### src/rtl/plab4_net_router_output_sched_pkg.sv
// Shared constants for the ring-router output scheduler: input port indices
// and the credit-counter width helper.
package plab4_net_router_output_sched_pkg;

  localparam int unsigned SCHED_PORT_PREV = 0;
  localparam int unsigned SCHED_PORT_TERM = 1;
  localparam int unsigned SCHED_PORT_NEXT = 2;
  localparam int unsigned SCHED_NUM_PORTS = 3;

  localparam int unsigned SCHED_DEFAULT_CREDITS = 2;

  // Width needed to hold a credit count in the range 0..n inclusive.
  function automatic int unsigned credit_nbits(input int unsigned n);
    return $clog2(n + 1);
  endfunction

endpackage

### src/rtl/plab4_net_router_output_sched_arb.sv
// Round-robin arbiter: one-hot priority pointer plus rotate-priority grant
// logic; the winner becomes lowest priority on the next arbitration.
module plab4_net_router_output_sched_arb #(
  parameter int unsigned p_nbits = 3
) (
  input  logic               clk,
  input  logic               reset,
  input  logic               en,
  input  logic [p_nbits-1:0] reqs,
  output logic [p_nbits-1:0] grants
);

  logic [p_nbits-1:0] prio;
  logic [p_nbits-1:0] reqs_hi;
  logic [p_nbits-1:0] pick_hi;
  logic [p_nbits-1:0] pick_all;

  // Requests at or above the pointer win first; otherwise wrap to the lowest.
  always_comb begin
    reqs_hi  = reqs & ~(prio - p_nbits'(1));
    pick_hi  = reqs_hi & (~reqs_hi + p_nbits'(1));
    pick_all = reqs & (~reqs + p_nbits'(1));
    grants   = '0;
    if (en) begin
      grants = (reqs_hi != '0) ? pick_hi : pick_all;
    end
  end

  always_ff @(posedge clk or posedge reset) begin
    if (reset) begin
      prio <= p_nbits'(1);
    end else if (grants != '0) begin
      prio <= {grants[p_nbits-2:0], grants[p_nbits-1]};
    end
  end

endmodule

### src/rtl/plab4_net_router_output_sched.sv
// Per-output-port scheduler: round-robin among input controllers, gated by
// downstream credits, exporting the free-slot count for bubble flow control.
module plab4_net_router_output_sched
  import plab4_net_router_output_sched_pkg::*;
#(
  parameter int unsigned p_num_reqs    = SCHED_NUM_PORTS,
  parameter int unsigned p_num_credits = SCHED_DEFAULT_CREDITS
) (
  input  logic                                      clk,
  input  logic                                      reset,
  input  logic [p_num_reqs-1:0]                     reqs,
  output logic [p_num_reqs-1:0]                     grants,
  output logic                                      out_val,
  input  logic                                      out_rdy,
  input  logic                                      credit_return,
  output logic [credit_nbits(p_num_credits)-1:0]    num_free,
  output logic                                      credit_err
);

  localparam int unsigned c_credit_nbits = credit_nbits(p_num_credits);
  localparam logic [c_credit_nbits-1:0] c_credit_max = c_credit_nbits'(p_num_credits);

  logic [c_credit_nbits-1:0] credits;
  logic                      eligible;
  logic                      fire;

  assign eligible = (credits != '0) && out_rdy && !reset;

  plab4_net_router_output_sched_arb #(
    .p_nbits (p_num_reqs)
  ) arb (
    .clk    (clk),
    .reset  (reset),
    .en     (eligible),
    .reqs   (reqs),
    .grants (grants)
  );

  assign out_val  = |grants;
  assign fire     = out_val;
  assign num_free = credits;

  // Credit counter: a send and a return in the same cycle cancel out.
  always_ff @(posedge clk or posedge reset) begin
    if (reset) begin
      credits    <= c_credit_max;
      credit_err <= 1'b0;
    end else if (fire && !credit_return) begin
      if (credits == '0) begin
        credit_err <= 1'b1;
      end else begin
        credits <= credits - c_credit_nbits'(1);
      end
    end else if (!fire && credit_return) begin
      if (credits == c_credit_max) begin
        credit_err <= 1'b1;
      end else begin
        credits <= credits + c_credit_nbits'(1);
      end
    end
  end

  no_underflow: assert property (@(posedge clk) disable iff (reset)
                                 !(fire && !credit_return && credits == '0));

endmodule

### config.mk
export PLATFORM = sky130hd
export DESIGN_NAME = plab4_net_router_output_sched
export DESIGN_NICKNAME = d
export VERILOG_FILES = /design/src/rtl/plab4_net_router_output_sched_pkg.sv /design/src/rtl/plab4_net_router_output_sched_arb.sv /design/src/rtl/plab4_net_router_output_sched.sv
export SDC_FILE = /design/constraint.sdc
export NUM_CORES = 1
export LEC_CHECK = 0
export BUFFER_PORTS_ARGS = -buffer_cell sky130_fd_sc_hd__clkbuf_2
export CAP_MARGIN = 0
export CORE_AREA = 2 2 39 41
export CTS_BUF_LIST = sky130_fd_sc_hd__clkbuf_8
export CTS_CLUSTER_DIAMETER = 120
export DETAILED_ROUTE_END_ITERATION = 8
export DIE_AREA = 0 0 41 43
export GPL_TIMING_DRIVEN = 0
export HOLD_SLACK_MARGIN = 0.1
export PLACE_DENSITY = 0.62
export SLEW_MARGIN = 20
export SYNTH_ARGS = -nofsm -noshare
export SYNTH_HDL_FRONTEND = slang
export SYNTH_HIERARCHICAL = 1
export SYNTH_SLANG_ARGS = --single-unit
### constraint.sdc
create_clock -name clk -period 6.5 [get_ports clk]
set_input_delay 1.3 -clock clk [delete_from_list [all_inputs] [get_ports clk]]
set_output_delay 1.3 -clock clk [all_outputs]
set_load 0.01 [all_outputs]
# Yosys cells after proc, flatten, opt, wreduce, memory -nomap -nowiden
# Index checks and enable logic that the tools add are counted.
# word_totals
rom_bits	0
latchBits	0
input_bits	7
mem_count	0
ff_bits	6
word_cells	44
ram_bits	0
# classes
div_mod_pow	0
magnitude_cmp	0
n_mux	10
shift	0
n_reduce_logical	16
eq_ne	4
addsub	5
n_mul	0
n_bitwise	6
# ops
op	n
$and 3x3->3	3
$not 3->3	3
$mux 2	4
$add 3x1->3 const B	2
$mux 3	2
$reduce_and 3->1	2
$reduce_bool 2->1	3
$reduce_bool 3->1	2
$logic_and 1x1->1	4
$mux 1	4
$ne 2x2->1 const B	2
$logic_not 1->1	3
$reduce_or 3->1	1
$sub 3x1->3 const B	1
$add 2x1->2 const B	1
$eq 2x2->1 const B	1
$logic_not 2->1	1
$ne 2x1->1 const B	1
$sub 2x1->2 const B	1

# Longest topological paths before layout
# Gate-level depths: netlist (run 1).
# depth
word_depth	13
mapped_depth	10
mapped_depth_nobuf	10

# Modules after synthesis
# The synthesis (run 1) kept the hierarchy.
# modules_own_cells
module	instances	area_each_um2	cells_per_inst
plab4_net_router_output_sched_arb	1	209.0	27
plab4_net_router_output_sched	1	180.2	18

# Least setup slack after synthesis (run 1)
# Ideal clock, no wire load.
# synth_timing
kind	input -> output
startpoint	input reset
endpoint	output out_val
n_path_buf	0
path_slack_ns	2.914
cell_stages	5
arrival_ns	2.286
path_cell_list	inv_1 > o211a_1 > o2111ai_1 > a31oi_1 > or3_1
# synth_via
elab_chain_len	4
# synth_lines
element	line_no	text
from (decl)	plab4_net_router_output_sched.sv:10	input logic reset,
$logic_not 1->1 (no source line)	-	
$logic_and 1x1->1	plab4_net_router_output_sched.sv:27	assign eligible = (credits != '0) && out_rdy && !reset;
named net eligible	plab4_net_router_output_sched.sv:24	logic eligible;
$mux 3	plab4_net_router_output_sched_arb.sv:24	if (en) begin
named net grants[1]	plab4_net_router_output_sched.sv:12	output logic [p_num_reqs-1:0] grants,
$reduce_or 3->1	plab4_net_router_output_sched.sv:39	assign out_val = |grants;
to (decl)	plab4_net_router_output_sched.sv:13	output logic out_val,
# The timed path passes the listed nets, and every way through them passes these cells.

# Final worst setup path (run 1)
# layout_timing
startpoint	input reset
endpoint	output out_val
# layout_via
elab_chain_len	4
# layout_lines
element	line_no
$logic_not 1->1 (no source line)	-
$logic_and 1x1->1	plab4_net_router_output_sched.sv:27
named net eligible	plab4_net_router_output_sched.sv:24
$mux 3	plab4_net_router_output_sched_arb.sv:24
$reduce_or 3->1	plab4_net_router_output_sched.sv:39
# The timed path passes the listed nets, and every way through them passes these cells.

==> results.toml, run 1 <==
[sta]
min_period_ns = 3.82
rsz0062_at_grt = "false"
final.period_utilization = 0.588
hold_violations = 0
fmax_mhz = 262
fin_ws_ns = 2.68
setup_viol = 0
report.final.slew_viol_count = 0
tns_ns = 0
worst_slew_pin_slew_ns = 0.388
finClkSkew_ns = 0.00175
slew_headroom = 0.740

[synth]
synth_cell_types = 26
synth_area_per_cell_sq_um = 8.65
synth_cells = 45
netlist.area_leader.share = 0.257
ys_seq_area_frac = 0.392
synth_seq_cells = 6
synth_edf_count = 0
syn_nets = 54
synthTopCellsByArea = "dfrtp_1 (26%), dfstp_2 (14%), inv_1 (8.7%)"
syn-cell-area_sq_um = 389
synth-main-ff-cell = "dfrtp_1"
yosys_warnings = 6
async_reset_ff_frac = 1.00
synth_top_cell_by_area = "dfrtp_1"

[clock_network]
h-tree-depth = 1
ctsHoldBuffers = 0
cts_tree = "built"
clk_pin_slew_worst_paths_ns = 0.03
cts.sinks = 6
cts_root_buf = "clkbuf_8"
post_cts_buffers = 0
ctsResizeCount = 0
insertion_delay_ns = 0.22
ctsLongestPathBuffers = 2
cts_buffers = 3

[power_and_ir_drop]
ir_worst_vdd_v = 0.000234
power_density_mw_per_mm2 = 438
power_leakage_uw = 0.000293

[grt]
grt_max_degree = 9
grt_pass1_vias = 347
grtUsageTotal = 0.118
grt-ovfl-total = 0
antenna_found_initial = 0
grt_pass1_wl_um = 1410

[die]
die_w_um = 41
core-area_sq_mm = 0.00138
die_area_sq_mm = 0.00176
die_h_um = 43
io_pins = 14
initial_core_util = 0.281
row_count = 14

[detailed_routing]
drc = 0
route.vias.total = 368
routed_via_density = 4.78
drtPass1Iterations = 4
routed_wl_um = 775
first_iter_violations = 4
detail-route-antenna-nets = 0
routedWlPerCell_um = 10.1

[finish]
final_common_cell = "clkbuf_2"
final_cell_mix = "clkbuf_2 (13), inv_1 (9), nand2_1 (5), dfrtp_1 (4)"
fin_nets = 72
diodes = 0
final_layout_size_suffix_gt1_frac = 0.328
area_growth_syn_to_layout_pct = 32.5

[worst_setup_path]
arrival_ns = 2.52
crit_path_top_delay_cell = "a311o_1"
critPathKind = "input port to output port"
critPathMaxStageDelay_ns = 0.36
crit_fanout = 4
endpoint_kind = "output port"
required_ns = 5.20
worst_setup_path_start_kind = "input port"
crit_chain = "clkbuf_2 -> inv_1 -> o211a_1 -> nand2_1 -> a311o_1 -> inv_1 -> or3_1 -> clkbuf_2"

[placement]
pre_cts_ws_ns = 2.66
dp_hpwl_um = 642
portBuffers = 13
place_congestion = 0.806

[outcome]
outcome = "completed"

[hold_path]
hold_class = "register to register"

[run]
max_cap_viol_count = 0
==> worst max-delay path, delay by kind of cell <==
family / cells / cell delay, ns
compound gates: 2 / 0.56
buf+inv: 4 / 0.43
simple gates: 2 / 0.22
==> report_power, final <==
part           internal (uW)  leakage, uW  switching [uW]
sequential              57.5    0.0000666            15.3
combinational           45.1     0.000205            52.8
clock                   39.7    0.0000216            15.3
total                    142     0.000293            83.4
==> flip-flops by register name, summed over array words and instances, names as in the netlist <==
name	cells
arb/prio	3
credit_err	1
num_free	2
==> metrics by stage <==
step / hold slack, ns / util / power, uW / cell area (sq um) / cells
floorplan: 0.469 / - / 143 / 389 / 45
global placement: 0.443 / 0.343 / 169 / 474 / 74
detailed placement: 0.447 / 0.343 / 172 / 474 / 74
CTS: 0.455 / 0.373 / 229 / 515 / 77
global route: 0.496 / 0.373 / 252 / 515 / 77
finish: 0.453 / 0.373 / 226 / 515 / 77
==> cells by family after synthesis <==
kind of cell    Yosys count  synth area share
simple gates             14             0.180
compound gates           12             0.232
buf+inv                   9            0.0868
flops                     6             0.392
xor+xnor                  2            0.0450
fa+ha+maj                 2            0.0643
==> routing by layer <==
metal | wire length (um) | vias up | track usage
met5 | 0 | - | 0
met4 | 11 | 0 | 0.0200
met3 | 59 | 2 | 0.0628
met2 | 379 | 10 | 0.172
met1 | 324 | 169 | 0.152
li1 | - | 187 | -
==> final timing paths <==
check                                          end               startpoint  cells past startpoint  slack, ns
hold / removal              credit_err$_DFFE_PP0P_   credit_err$_DFFE_PP0P_                      1       0.45
setup / recovery                           out_val                    reset                      8       2.68
setup reg to reg           num_free[1]$_DFFE_PP1P_  arb/prio[0]$_DFFE_PP1P_                      9       3.82
min in group asynchronous  arb/prio[1]$_DFFE_PP0P_                    reset                      2       0.94
max in group asynchronous  num_free[1]$_DFFE_PP1P_                    reset                      2       5.34
hold reg to reg             credit_err$_DFFE_PP0P_   credit_err$_DFFE_PP0P_                      1       0.45
==> Yosys cell counts, drive strengths merged, types with 2 or more instances <==
cell type,instances
inv,9
nand2,5
nor2,3
dfrtp,4
ha,2
or2,2
dfstp,2
o21ai,2
==> final cells by class <==
type | count | area (sq um)
Clock buffer | 3 | 41.3
Sequential cell | 6 | 153
Timing Repair Buffer | 13 | 65.1
Inverter | 9 | 33.8
Tap cell | 16 | 20.0
Multi-Input combinational cell | 30 | 203
Fill cell | 157 | 868
No activity file was read; power rests on OpenSTA's default activity.
==> run 2, diff against run 1 <==
--- a/config.mk
+++ b/config.mk
@@ -14,7 +14,7 @@
 export DIE_AREA = 0 0 41 43
 export GPL_TIMING_DRIVEN = 0
 export HOLD_SLACK_MARGIN = 0.1
-export PLACE_DENSITY = 0.62
+export PLACE_DENSITY = 0.64
 export SLEW_MARGIN = 20
 export SYNTH_ARGS = -nofsm -noshare
 export SYNTH_HDL_FRONTEND = slang
==> constraint.sdc (replaced) <==
create_clock -name clk -period 3.5 [get_ports clk]
set_input_delay 0.7 -clock clk [delete_from_list [all_inputs] [get_ports clk]]
set_output_delay 0.7 -clock clk [all_outputs]
set_load 0.01 [all_outputs]
==> results.toml, run 2 (synthesized netlist as in run 1, its figures left out) <==
[outcome]
outcome = "completed"

[sta]
slew_headroom = 0.737
report.final.slew_viol_count = 0
fmax_mhz = 358
final.period_utilization = 0.798
worst_slew_pin_slew_ns = 0.393
min_period_ns = 2.79
finClkSkew_ns = 0.00155
rsz0062_at_grt = "false"
hold_violations = 0
tns_ns = 0
setup_viol = 0

[worst_setup_path]
reg2reg_slack_ns = 0.88
critPathMaxStageDelay_ns = 0.54
arrival_ns = 2.09
critPathKind = "register to output port"
required_ns = 2.80
worst_setup_path_start_kind = "register"
cp_common_cell = "inv_1"
crit_chain = "inv_1 -> ha_1 -> xnor2_1 -> a311o_1 -> inv_1 -> or3_1 -> clkbuf_2"
crit_fanout = 4
crit_path_top_delay_cell = "dfstp_2"
endpoint_kind = "output port"

[clock_network]
ctsHoldBuffers = 0
cts_buffers = 3
ctsLongestPathBuffers = 2
h-tree-depth = 1
clk_pin_slew_worst_paths_ns = 0.03
cts_tree = "built"
cts_root_buf = "clkbuf_8"
ctsResizeCount = 0
cts.sinks = 6
insertion_delay_ns = 0.21
post_cts_buffers = 0

[placement]
dp_hpwl_um = 625
place_congestion = 0.810
portBuffers = 13
placed_area_sq_um = 474

[finish]
final_cell_mix = "clkbuf_2 (13), inv_1 (9), nand2_1 (5), dfrtp_1 (4)"
fin_area_sq_um = 515
final_layout_size_suffix_gt1_frac = 0.328
final_common_cell = "clkbuf_2"
fillerInstances = 139
diodes = 0
largest_register_ffs = 3
final_util = 0.373
fin_nets = 72
regMostFlops = "arb/prio"
area_growth_syn_to_layout_pct = 32.5

[power_and_ir_drop]
total_power_uw = 414
power_leakage_uw = 0.000293
ir_worst_vdd_v = 0.000399
power_density_mw_per_mm2 = 803

[detailed_routing]
detail-route-antenna-nets = 0
first_iter_violations = 6
dr.max_layer_used = "met3"
route.vias.total = 360
drc = 0
dr_wl_met2_um = 327
wirelength_met1_um = 359
routed_via_density = 4.68
routedWlPerCell_um = 9.48
met3_length_um = 43
routed_wl_um = 730
drtPass1Iterations = 4

[grt]
grtUsageTotal = 0.104
grt-ovfl-total = 0
grt_max_degree = 9
antenna_found_initial = 0
grt_pass1_wl_um = 1240
grt_pass1_vias = 327

[die]
die_w_um = 41
die_area_sq_mm = 0.00176
row_count = 14
initial_core_util = 0.281
io_pins = 14
core-area_sq_mm = 0.00138
die_h_um = 43

[hold_path]
hold_class = "input port to asynchronous set/reset pin"

[run]
max_cap_viol_count = 0
## run 2: worst max-delay path: cells and delay by family, from the launching register on
kind            cells  cell delay (ns)
flops               1             0.54
simple gates        1             0.39
buf+inv             3             0.27
compound gates      1             0.25
xor+xnor            1             0.22
fa+ha+maj           1             0.20
## run 2: layout make-up
class | instances | area (sq um) | share of cell area
well taps | 16 | 20.0 | 0.0388
inverters | 9 | 33.8 | 0.0655
repair buffers | 13 | 65.1 | 0.126
flip-flops and latches | 6 | 153 | 0.296
clock buffers | 3 | 41.3 | 0.0801
multi-input cells | 30 | 203 | 0.393
## run 2: final timing paths
kind | from | end | cells after the start
min in group clk | credit_err$_DFFE_PP0P_ | credit_err$_DFFE_PP0P_ | 1
setup reg to reg | arb/prio[0]$_DFFE_PP1P_ | num_free[1]$_DFFE_PP1P_ | 9
hold reg to reg | credit_err$_DFFE_PP0P_ | credit_err$_DFFE_PP0P_ | 1
hold / removal | reset | arb/prio[1]$_DFFE_PP0P_ | 2
setup / recovery | arb/prio[0]$_DFFE_PP1P_ | out_val | 7
max in group asynchronous | reset | num_free[1]$_DFFE_PP1P_ | 2
## run 2: report_power, final
| part | switching (uW) | total, uW | internal (uW) |
|---|---|---|---|
| Sequential | 28.7 | 136 | 107 |
| Combinational | 96.7 | 181 | 83.9 |
| Clock | 24.2 | 97.6 | 73.4 |
| Total | 150 | 414 | 264 |
## run 2: metal layers
| metal | GRT usage | vias to the layer above |
|---|---|---|
| met3 | 0.0785 | 0 |
| met5 | 0 | - |
| met1 | 0.122 | 161 |
| met2 | 0.159 | 11 |
| li1 | - | 188 |
| met4 | 0 | 0 |
## run 2: per-stage QoR
step / setup WS, ns / hold slack [ns] / std cells
after CTS: 0.690 / 0.346 / 77
after global placement: 0.878 / 0.446 / 74
final: 0.706 / 0.344 / 77
after global routing: 0.573 / 0.352 / 77
after floorplan: 0.946 / 0.453 / 45
after detailed placement: 0.845 / 0.446 / 74
==> run 3, diff against run 2 <==
--- a/config.mk
+++ b/config.mk
@@ -14,7 +14,7 @@
 export DIE_AREA = 0 0 41 43
 export GPL_TIMING_DRIVEN = 0
 export HOLD_SLACK_MARGIN = 0.1
-export PLACE_DENSITY = 0.64
+export PLACE_DENSITY = 0.62
 export SLEW_MARGIN = 20
 export SYNTH_ARGS = -nofsm -noshare
 export SYNTH_HDL_FRONTEND = slang
==> constraint.sdc (replaced) <==
create_clock -name clk -period 2.84 [get_ports clk]
set_input_delay 0.568 -clock clk [delete_from_list [all_inputs] [get_ports clk]]
set_output_delay 0.568 -clock clk [all_outputs]
set_load 0.01 [all_outputs]
==> results.toml, run 3 (synthesized netlist as in run 1, its figures left out) <==
[outcome]
outcome = "completed"

[sta]
worst_slew_pin_slew_ns = 0.392
slew_headroom = 0.738
finClkSkew_ns = 0.00175
finalHoldWorstSlack_ns = 0.206
tns_ns = 0
rsz0062_at_grt = "false"
report.final.slew_viol_count = 0
fmax_mhz = 379
final.period_utilization = 0.929
hold_violations = 0
setup_viol = 0
fin_ws_ns = 0.203
min_period_ns = 2.64

[worst_setup_path]
path_buf_inv = 3
critPathMaxStageDelay_ns = 0.54
endpoint_kind = "output port"
reg2reg_from = "arb/prio[0]$_DFFE_PP1P_"
required_ns = 2.27
path_depth = 7
cp-startpoint = "arb/prio[0]$_DFFE_PP1P_"
worst_setup_path_start_kind = "register"
cp_common_cell = "inv_1"
critPathKind = "register to output port"
crit_path_top_delay_cell = "dfstp_2"
r2r_end = "num_free[1]$_DFFE_PP1P_"
cpLargestDelayFamily = "flip-flops"
arrival_ns = 2.07
crit_chain = "inv_1 -> ha_1 -> xnor2_2 -> a311o_1 -> inv_1 -> or3_1 -> clkbuf_2"
endpoint = "out_val"
reg2reg_depth = 9
reg2reg_slack_ns = 0.24
crit_fanout = 4

[clock_network]
cts_root_buf = "clkbuf_8"
insertion_delay_ns = 0.22
clk_pin_slew_worst_paths_ns = 0.03
ctsLongestPathBuffers = 2
h-tree-depth = 1
cts_buffers = 3
cts_tree = "built"
post_cts_buffers = 0
cts.sinks = 6

[placement]
placed_area_sq_um = 474
dp_hpwl_um = 642
place_congestion = 0.806
portBuffers = 13
pre_cts_ws_ns = 0.160

[detailed_routing]
routed_via_density = 4.68
first_iter_violations = 4
drtPass1Iterations = 3
detail-route-antenna-nets = 0
drc = 0
routed_wl_um = 772
route.vias.total = 360
routedWlPerCell_um = 10.0

[power_and_ir_drop]
power.share.clock = 0.237
pwr-share-seq = 0.318
p_int_uw = 336
p_sw_uw = 194
ir_worst_vdd_v = 0.000547
p_comb_frac = 0.444
power_density_mw_per_mm2 = 1010
power_leakage_uw = 0.000298
p_sw_frac = 0.366

[grt]
grt_pass1_wl_um = 1410
grt_pass1_vias = 347
grt-ovfl-total = 0
grt_max_degree = 9
grtUsageTotal = 0.118
antenna_found_initial = 0

[die]
row_count = 14
io_pins = 14
die_h_um = 43
die_w_um = 41
die_area_sq_mm = 0.00176
core-area_sq_mm = 0.00138
initial_core_util = 0.281

[finish]
final_common_cell = "clkbuf_2"
largest_register_ffs = 3
final_layout_size_suffix_gt1_frac = 0.344
regMostFlops = "arb/prio"
diodes = 0
fin_area_sq_um = 523
area_growth_syn_to_layout_pct = 34.4
fin_nets = 72
final_cell_mix = "clkbuf_2 (13), inv_1 (9), nand2_1 (5), dfrtp_1 (4)"

[run]
max_cap_viol_count = 0

[hold_path]
hold_class = "input port to asynchronous set/reset pin"
[run 3: worst min-delay path by stage]
stage	slack (ns)	depth (start not counted)	startpoint	endpoint
after floorplan	0.32	1	reset	arb/prio[1]$_DFFE_PP0P_
after global placement	0.44	2	reset	arb/prio[1]$_DFFE_PP0P_
after detailed placement	0.44	2	reset	arb/prio[1]$_DFFE_PP0P_
after CTS	0.21	2	reset	arb/prio[1]$_DFFE_PP0P_
after global routing	0.21	2	reset	arb/prio[1]$_DFFE_PP0P_
final	0.21	2	reset	arb/prio[1]$_DFFE_PP0P_
[run 3: layout make-up]
class,count,area (sq um)
well taps,16,20.0
fillers,156,861
flip-flops and latches,6,153
clock buffers,3,41.3
multi-input cells,30,210
repair buffers,13,65.1
inverters,9,33.8
[run 3: metrics by stage]
step	util	std cells	total power, uW
global placement	0.343	74	387
floorplan	-	45	327
global route	0.378	77	590
CTS	0.373	77	523
detailed placement	0.343	74	394
finish	0.378	77	530
[run 3: power groups by stage]
stage / sequential (uW) / clock (uW) / combinational, uW
2_1_floorplan: 168 / 0 / 160
3_3_place_gp: 167 / 0 / 220
3_5_place_dp: 168 / 0 / 227
4_1_cts: 167 / 129 / 227
5_1_grt: 175 / 138 / 276
6_report: 169 / 126 / 236
[run 3: worst reg2reg max path, cell delays in order, from the launching register on]
cell and delay [ns]:
dfstp_2 0.54, inv_1 0.06, ha_1 0.22, xnor2_2 0.17, a311o_1 0.25, inv_1 0.07
or3_1 0.39, ha_1 0.35, o21bai_1 0.18, a211o_1 0.30
[run 3: metal layers]
metal | vias to the layer above | global-route usage | part of all wire | wire, um
met1 | 161 | 0.152 | 0.42 | 328
met4 | 0 | 0.0200 | 0.014 | 11
met3 | 2 | 0.0628 | 0.076 | 59
met2 | 10 | 0.172 | 0.48 | 372
li1 | 187 | - | - | -
met5 | - | 0 | 0 | 0
[run 3: what timing repair did]
| action | 4_1_cts | 5_1_grt |
|---|---|---|
| hold buffers | 0 | 0 |
| resized for setup | 0 | 1 |
| endpoints found under the setup margin | 0 | 2 |
